[config.mk]
export PLATFORM = sky130hd
export DESIGN_NAME = uart_tx_sched
export DESIGN_NICKNAME = d
export VERILOG_FILES = /design/src/rtl/uart_tx_sched.sv
export SDC_FILE = /design/constraint.sdc
export NUM_CORES = 1
export LEC_CHECK = 0
export BUFFER_PORTS_ARGS = -buffer_cell sky130_fd_sc_hd__clkbuf_2
export CORE_AREA = 2 2 104 86
export CTS_CLUSTER_SIZE = 14
export DETAILED_ROUTE_END_ITERATION = 16
export DIE_AREA = 0 0 106 88
export HOLD_SLACK_MARGIN = 0.15
export MAX_ROUTING_LAYER = met4
export PLACE_DENSITY = 0.85
export SLEW_MARGIN = 40
export SYNTH_ARGS = -nofsm -noshare
export SYNTH_HDL_FRONTEND = slang
export SYNTH_SLANG_ARGS = --single-unit
[constraint.sdc]
create_clock -name clk -period 6.6 [get_ports clk]
set_input_delay 1.32 -clock clk [delete_from_list [all_inputs] [get_ports clk]]
set_output_delay 1.32 -clock clk [all_outputs]
set_load 0.02 [all_outputs]
[src/rtl/uart_tx_sched.sv]
// Round-robin scheduler sharing one byte-wide UART transmitter among NUM_REQ producers.
// Each frame is an optional ID header byte followed by the latched word, least-significant byte first.
module uart_tx_sched #(
    parameter int unsigned NUM_REQ     = 4,
    parameter int unsigned WORD_BYTES  = 4,
    parameter int unsigned SEND_HEADER = 1,
    parameter logic [7:0]  HEADER_BASE = 8'hA0
) (
    input  logic                            clk,
    input  logic                            resetn,
    input  logic [NUM_REQ-1:0]              req,
    input  logic [NUM_REQ*WORD_BYTES*8-1:0] req_data,
    output logic [NUM_REQ-1:0]              ack,
    output logic                            tx_en,
    output logic [7:0]                      tx_data,
    input  logic                            tx_busy,
    output logic [3:0]                      grant_id,
    output logic                            active
);
    localparam int unsigned WORD_W    = WORD_BYTES * 8;
    localparam int unsigned HDR       = (SEND_HEADER != 0) ? 1 : 0;
    localparam int unsigned FRAME_LEN = WORD_BYTES + HDR;
    localparam int unsigned CNT_W     = $clog2(WORD_BYTES + 2);
    localparam int unsigned IDX_W     = (NUM_REQ > 1) ? $clog2(NUM_REQ) : 1;

    typedef enum logic [2:0] {
        IDLE,
        LOAD,
        WAIT_HI,
        WAIT_LO,
        DONE
    } state_t;

    state_t              state, state_nxt;
    logic [CNT_W-1:0]    cnt, cnt_nxt;
    logic [WORD_W-1:0]   shreg, shreg_nxt;
    logic [3:0]          ptr, ptr_nxt;
    logic [NUM_REQ-1:0]  ack_nxt;
    logic                tx_en_nxt;
    logic [7:0]          tx_data_nxt;
    logic [3:0]          grant_nxt;
    logic                active_nxt;

    logic                found;
    logic [3:0]          winner;
    int unsigned         idx;
    logic [WORD_W-1:0]   word_sel;
    logic                hdr_pending;
    logic [7:0]          first_byte;
    logic [7:0]          cur_byte;

    // Round-robin search: first requester at or after the pointer, wrapping at NUM_REQ.
    always_comb begin
        found  = 1'b0;
        winner = '0;
        idx    = '0;
        for (int unsigned i = 0; i < NUM_REQ; i++) begin
            idx = 32'(ptr) + i;
            if (idx >= NUM_REQ) begin
                idx = idx - NUM_REQ;
            end
            if (!found && req[IDX_W'(idx)]) begin
                found  = 1'b1;
                winner = 4'(idx);
            end
        end
    end

    always_comb begin
        word_sel = '0;
        for (int unsigned j = 0; j < NUM_REQ; j++) begin
            if (winner == 4'(j)) begin
                word_sel = req_data[j*WORD_W +: WORD_W];
            end
        end
    end

    // The header occupies the extra count slot above the payload bytes and never shifts the word.
    assign hdr_pending = (HDR != 0) && (cnt == CNT_W'(WORD_BYTES + 1));
    assign first_byte  = (HDR != 0) ? (HEADER_BASE | 8'(winner)) : word_sel[7:0];
    assign cur_byte    = hdr_pending ? (HEADER_BASE | 8'(grant_id)) : shreg[7:0];

    // A grant seen with the line free strobes the first byte straight away; otherwise LOAD waits.
    always_comb begin
        state_nxt   = state;
        cnt_nxt     = cnt;
        shreg_nxt   = shreg;
        ptr_nxt     = ptr;
        ack_nxt     = '0;
        tx_en_nxt   = 1'b0;
        tx_data_nxt = tx_data;
        grant_nxt   = grant_id;
        active_nxt  = active;
        unique case (state)
            IDLE: begin
                if (found) begin
                    grant_nxt  = winner;
                    active_nxt = 1'b1;
                    cnt_nxt    = CNT_W'(FRAME_LEN);
                    shreg_nxt  = word_sel;
                    if (!tx_busy) begin
                        tx_en_nxt   = 1'b1;
                        tx_data_nxt = first_byte;
                        state_nxt   = WAIT_HI;
                    end else begin
                        state_nxt = LOAD;
                    end
                end
            end
            LOAD: begin
                if (!tx_busy) begin
                    tx_en_nxt   = 1'b1;
                    tx_data_nxt = cur_byte;
                    state_nxt   = WAIT_HI;
                end
            end
            WAIT_HI: begin
                if (tx_busy) begin
                    state_nxt = WAIT_LO;
                end
            end
            WAIT_LO: begin
                if (!tx_busy) begin
                    cnt_nxt = cnt - CNT_W'(1);
                    if (!hdr_pending) begin
                        shreg_nxt = shreg >> 8;
                    end
                    if (cnt == CNT_W'(1)) begin
                        ack_nxt   = NUM_REQ'(1) << grant_id;
                        state_nxt = DONE;
                    end else begin
                        state_nxt = LOAD;
                    end
                end
            end
            DONE: begin
                ptr_nxt    = (grant_id == 4'(NUM_REQ - 1)) ? 4'd0 : grant_id + 4'd1;
                active_nxt = 1'b0;
                state_nxt  = IDLE;
            end
            default: begin
                state_nxt = IDLE;
            end
        endcase
    end

    always_ff @(posedge clk) begin
        if (!resetn) begin
            state    <= IDLE;
            cnt      <= '0;
            shreg    <= '0;
            ptr      <= '0;
            ack      <= '0;
            tx_en    <= 1'b0;
            tx_data  <= '0;
            grant_id <= '0;
            active   <= 1'b0;
        end else begin
            state    <= state_nxt;
            cnt      <= cnt_nxt;
            shreg    <= shreg_nxt;
            ptr      <= ptr_nxt;
            ack      <= ack_nxt;
            tx_en    <= tx_en_nxt;
            tx_data  <= tx_data_nxt;
            grant_id <= grant_nxt;
            active   <= active_nxt;
        end
    end

endmodule

Word-level counts from Yosys, hierarchy flattened --
Index checks and enable logic that the tools add are counted.
Word-level totals: word-level logic and storage cells 113, register bits after elaboration 60, output and inout bits 18, input port bits 135
Cells by class: reduce and logical (&&, ||, !) cells 18, add/subtract/negate cells 9, muxes and demuxes 49, eq/ne operators 16, shift-type cells 1, bitwise logic cells 3, magnitude comparators 8
Operator list (count):
- $mux W32 | 7
- $pmux W32 S2 | 1
- $mux W4 | 9
- $mux W8 | 4
- $mux W3 | 7
- $pmux W8 S2 | 1
- $sub A4 B3 Y4 const B | 4
- $ge A5 B3 Y1 const B | 3
- $eq A4 B2 Y1 const B | 3
- $lt A2 B3 Y1 const B | 4
- $ne A2 B2 Y1 const B | 6
- $pmux W3 S4 | 1
- $reduce_and A4 Y1 | 3
- $mux W1 | 11
- $add A4 B2 Y5 const B | 2
- $bmux W1 S2 | 4
- $eq A3 B1 Y1 const B | 2
- $eq A3 B2 Y1 const B | 2
- $eq A3 B3 Y1 const B | 2
- $pmux W3 S2 | 1
- $reduce_bool A2 Y1 | 3
- $add A4 B1 Y5 const B | 1
- $add A4 B1 Y4 const B | 1
- $eq A4 B1 Y1 const B | 1
- other kinds (13) | 21

Longest topological paths before layout --
depth in word-level cells 21, depth in mapped cells 15, mapped depth without buffers 12

Least setup slack after synthesis --
OpenSTA, ideal clock, no wires.
kind input to register, from input req[1], to register shreg[11], library setup time 117 ps, path buffers 4, data required time 6483 ps, arrival 3455 ps, stages on the path 11, slack 3028 ps, cells stage by stage clkbuf_1 > mux4_2 > buf_2 > nor2b_1 > o21ai_0 > a21oi_2 > buf_2 > buf_6 > mux2i_1 > nand2_1 > a32o_1
Between the ends: word-level cells in the longest chain between the ends 19, elaborated cells on any way between the ends 34, classes of those cells 4 x eq/ne; 22 x mux; 8 x reduce/logical
RTL lines:
- start, declared | RTL line 11 | input logic [NUM_REQ-1:0] req,
- $bmux W1 S2 | RTL line 62 | if (!found && req[IDX_W'(idx)]) begin
- $mux W1 (not written as such) | RTL line 62
- $mux W1 | RTL line 62
- $logic_not A1 Y1 | RTL line 62
- $logic_and A1 B1 Y1 | RTL line 62
- $mux W1 | RTL line 62
- $logic_not A1 Y1 | RTL line 62
- $logic_and A1 B1 Y1 | RTL line 62
- $mux W1 | RTL line 62
- $logic_not A1 Y1 | RTL line 62
- $logic_and A1 B1 Y1 | RTL line 62
- $mux W4 | RTL line 62
- $logic_not A4 Y1 | RTL line 72 | if (winner == 4'(j)) begin
- $mux W32 (4 in series) | RTL line 72
- $mux W32 | RTL line 96 | if (found) begin
- $pmux W32 S2 | RTL line 94 | unique case (state)
- end signal, assigned | RTL line 161 | shreg <= shreg_nxt;
- end, declared | RTL line 36 | logic [WORD_W-1:0] shreg, shreg_nxt;
Parallel ways exist; a longest one is shown, timed or not. The select of a mux whose other input is x is not followed. A chain may end at the register's enable or synchronous reset.

Worst setup path after layout --
from register ptr[0], to register shreg[18]
Between the ends: word-level cells in the longest chain between the ends 21, elaborated cells on any way between the ends 49, classes of those cells 7 x add/sub; 4 x order compare; 4 x eq/ne; 26 x mux; 8 x reduce/logical
RTL lines:
- start, declared | RTL line 37 | logic [3:0] ptr, ptr_nxt;
- start signal, assigned | RTL line 162 | ptr <= ptr_nxt;
- parallel branches: the longest is 21 deep, another holds $add A4 B1 Y5
Several ways; the timed one is not identified. The select of a mux whose other input is x is not followed.

==> summary.txt <==
GRT
  – Vias in the first global route: 4,305
  – Overall global routing resource usage: 27.47%
  – Pin count of the biggest net entering global routing: 45
  – Wire length of the first global-routing pass: 20.01 mm
  – Antenna violations before repair: 0
  – Total overflow reported by the global router: 0

Status
  – Run status: finished clean

Routing
  – Post-detailed-route wirelength per cell: 15.71 um
  – Antenna-violating nets left: 0
  – Vias per cell: 5.924
  – Sum of routed wire length over all layers: 12.54 mm
  – Number of remaining DRC errors: 0
  – Drt pass-1 iters: 5
  – Count of vias placed by the detailed router: 4,727
  – Iteration-0 DRC count of the detailed router: 354

Critical path
  – Reg-to-reg endpoint: shreg[18]$_SDFFE_PN0P_
  – CP bufs+invs: 2
  – Max stage delay on crit path: 0.79 ns
  – Worst R2R Setup Slack: 2.27 ns
  – First element of the critical path: ptr[0]$_SDFFE_PN0P_
  – Critical Path Start Type: flop
  – Critical path's top delay family: compound AO/OA/AOI/OAI gates
  – Setup crit end kind: flop
  – Crit-path cells: inv_1 > ha_1 > mux4_2 > a31oi_1 > o21ai_0 > a21oi_4 > buf_4 > a21oi_1 > a32o_1 > a221oi_1
  – Critical-path top delay cell: sky130_fd_sc_hd__dfxtp_1
  – Logic depth of the worst register-to-register path: 10
  – Count of cell instances traversed by the critical path: 10
  – Data arrival time of the critical path: 4.57 ns
  – Maximum net fanout on the critical path: 43
  – Data required time at the worst endpoint: 6.84 ns
  – Setup Crit Path Kind: flop to flop
  – CP Capture Point: shreg[18]$_SDFFE_PN0P_
  – Launch instance of the worst register-to-register path: ptr[0]$_SDFFE_PN0P_

CTS
  – PostCTS Resize Cnt: 0
  – Worst-Skew Late Latency: 0.35 ns
  – Htree depth: 3
  – # hold bufs at CTS: 0
  – Number of buffers added by the clock tree synthesis step: 9
  – Clock sinks: 60
  – Reg clk slew, reported paths: 0.07 ns
  – Worst-case clock buffer depth: 2
  – CTS Root Buffer Type: sky130_fd_sc_hd__clkbuf_8
  – TritonCTS clock tree: done
  – Setup repair bufs after CTS: 0

Logic synthesis
  – Gate count of the mapped netlist: 562
  – Post-synthesis async set-or-reset flop share: 0%
  – Mean Syn Cell Area: 7.872 sq um
  – EDFF count, synth: 0
  – Top cells by area, synth: sky130_fd_sc_hd__dfxtp_1 (27%), sky130_fd_sc_hd__nand2_1 (10%), sky130_fd_sc_hd__a21oi_1 (5.7%)
  – Netlist area before placement: 4424 sq um
  – Most common flop cell mapped by yosys: sky130_fd_sc_hd__dfxtp_1
  – Flip-flop and latch count after synthesis: 60
  – Proportion of synthesized chip area in sequential cells: 27.15%
  – Dominant cell type by area after synthesis: sky130_fd_sc_hd__dfxtp_1
  – Number of unique standard cell types used by synthesis: 60
  – Number of nets produced by synthesis: 710
  – Area fraction of the dominant cell type after synthesis: 27.15%
  – Synth Warn #: 0

Placed design
  – Total half-perimeter wirelength after legalization and detailed placement: 9.356 mm
  – Final weighted congestion of routability-driven global placement: 0.8251
  – Buffers added on ports: 152

Timing
  – Final min period: 4.332 ns
  – Final period utilization: 65.64%
  – Number of pins with negative max-slew slack in the final report: 0
  – Layout Skew: 0.007578 ns
  – Max-Slew Margin vs Limit: 46.04%
  – Fmax: 230.8 MHz
  – Count of final setup violators: 0
  – Unrepaired setup endpoints after global routing: no
  – Setup TNS: 0 ns
  – Tightest Pin Transition: 0.8020 ns
  – Final hold violation count: 0

Finish
  – Final core utilization: 64.90%
  – Multi-input combinational cell area: 2963 sq um
  – Seq. cell area: 1201 sq um
  – Share of post-route cells with drive strength above 1: 32.65%
  – Number of antenna cells inserted: 0
  – Post-layout nets: 829
  – Number of fill cells: 703
  – Area growth from synthesis to layout: 21.69%

Power and ir drop
  – Power after layout: 1.025 mW
  – Leakage power figure: 2.303 nW
  – Peak supply drop: 0.1549 mV
  – Power density of the placed cells: 190.4 nW/um^2

Floorplanning
  – Initial Utilization: 53.33%
  – Core box area: 8295 sq um
  – Area of the die: 9328 sq um
  – Height of the die: 88 um
  – Row Count: 30
  – IO Pins: 153
  – Horiz. Die Dim: 106 um

Hold path
  – Startpoint of the most critical hold path: tx_data[3]$_SDFFE_PN0P_
  – Path type of the worst min-delay path: flop to flop

Run
  – Number of maximum-capacitance constraint violations: 0
[worst min path at each step]
stage / to / slack (ns) / cells past startpoint
2_1_floorplan: shreg[12]$_SDFFE_PN0P_ / 0.45 / 2
3_3_place_gp: tx_data[3]$_SDFFE_PN0P_ / 0.44 / 2
3_5_place_dp: tx_data[3]$_SDFFE_PN0P_ / 0.46 / 2
4_1_cts: tx_data[3]$_SDFFE_PN0P_ / 0.47 / 2
5_1_grt: tx_data[3]$_SDFFE_PN0P_ / 0.48 / 2
6_report: tx_data[3]$_SDFFE_PN0P_ / 0.46 / 2
[cell usage in the layout, fill, tap and decap left out, types with 5 or more instances in the layout]
| cell type | count |
|---|---|
| sky130_fd_sc_hd__nand2_1 | 120 |
| sky130_fd_sc_hd__o211ai_1 | 9 |
| sky130_fd_sc_hd__o21ai_0 | 22 |
| sky130_fd_sc_hd__nor2_1 | 23 |
| sky130_fd_sc_hd__or2_2 | 5 |
| sky130_fd_sc_hd__a221oi_2 | 10 |
| sky130_fd_sc_hd__nor2b_1 | 8 |
| sky130_fd_sc_hd__clkbuf_2 | 152 |
| sky130_fd_sc_hd__o22ai_1 | 8 |
| sky130_fd_sc_hd__a21boi_0 | 6 |
| sky130_fd_sc_hd__a221oi_1 | 7 |
| sky130_fd_sc_hd__nor3_1 | 6 |
| sky130_fd_sc_hd__dfxtp_1 | 60 |
| sky130_fd_sc_hd__ha_1 | 13 |
| sky130_fd_sc_hd__clkbuf_8 | 10 |
| sky130_fd_sc_hd__a32o_1 | 24 |
| sky130_fd_sc_hd__o31ai_2 | 8 |
| sky130_fd_sc_hd__inv_1 | 12 |
| sky130_fd_sc_hd__a21oi_1 | 50 |
| sky130_fd_sc_hd__nand3_1 | 24 |
| sky130_fd_sc_hd__mux2i_1 | 16 |
| sky130_fd_sc_hd__mux2_2 | 10 |
[metrics by stage]
step	area [sq um]	cells	setup slack (ns)	hold WS [ns]
2_1_floorplan	4424	562	3.028	0.4471
3_3_place_gp	5112	780	2.459	0.4449
3_5_place_dp	5160	782	2.322	0.4567
4_1_cts	5361	798	2.321	0.4682
5_1_grt	5384	798	1.975	0.4846
6_report	5384	798	2.268	0.4617
[layout make-up]
cell class	count	area share (%)
inverter	12	0.8366
clock buffer	10	2.556
clock inverter	6	1.185
multi-input combinational	440	55.03
timing repair buffer	158	15.48
sequential	60	22.31
tap	112	2.603
[kinds of logic (layout without fill, tap and decap cells)]
logic type,Yosys count,in the layout,share of synthesized area [%]
buffers and inverters,62,186,6.928
XOR/XNOR,6,6,1.188
flip-flops,60,60,27.15
multiplexers,30,30,8.201
adder cells (fa/ha/maj),13,13,3.677
AO/OA/AOI/OAI,174,174,30.80
AND/OR/NAND/NOR,217,217,22.06
[sequential cells by signal (all words and copies together) (netlist names)]
signal,count
shreg,32
grant_id,4
ack,4
active,1
tx_en,1
state,3
cnt,3
ptr,4
tx_data,8
[cell usage after synthesis (5+ instances only)]
cell                         n
sky130_fd_sc_hd__nand3_1    24
sky130_fd_sc_hd__buf_2      17
sky130_fd_sc_hd__nor2b_1     8
sky130_fd_sc_hd__a21boi_0    6
sky130_fd_sc_hd__buf_6       5
sky130_fd_sc_hd__a21oi_1    50
sky130_fd_sc_hd__inv_1      12
sky130_fd_sc_hd__nor2_1     24
sky130_fd_sc_hd__mux2i_1    16
sky130_fd_sc_hd__a221oi_2   10
sky130_fd_sc_hd__a221oi_1    7
sky130_fd_sc_hd__ha_1       13
sky130_fd_sc_hd__clkbuf_1   23
sky130_fd_sc_hd__nor3_1      8
sky130_fd_sc_hd__dfxtp_1    60
sky130_fd_sc_hd__o31ai_2     8
sky130_fd_sc_hd__mux2_2     10
sky130_fd_sc_hd__o22ai_1     8
sky130_fd_sc_hd__o21ai_0    22
sky130_fd_sc_hd__nand2_1   120
sky130_fd_sc_hd__o211ai_1    9
sky130_fd_sc_hd__a32o_1     24
[layer usage]
layer / share of wire (%) / track usage (%) / vias to the layer above
li1: - / - / 2289
met5: 0 / - / -
met1: 43 / 35.56 / 2222
met4: 0.93 / 5.144 / 0
met3: 7.4 / 6.622 / 14
met2: 48 / 44.40 / 202
[report_power, final]
| group | total, mW | internal, mW | switching (mW) | leakage [nW] |
|---|---|---|---|---|
| Combinational | 0.268 | 0.116 | 0.152 | 1.71 |
| Clock | 0.338 | 0.184 | 0.154 | 0.0983 |
| Sequential | 0.419 | 0.393 | 0.0260 | 0.492 |
[tightest hold or removal path: stages, from the launching register on]
cell                      delay (ns)
sky130_fd_sc_hd__dfxtp_1        0.31
sky130_fd_sc_hd__nand3_1        0.06
sky130_fd_sc_hd__nand2_1        0.05
No activity file was read; power rests on OpenSTA's default activity.
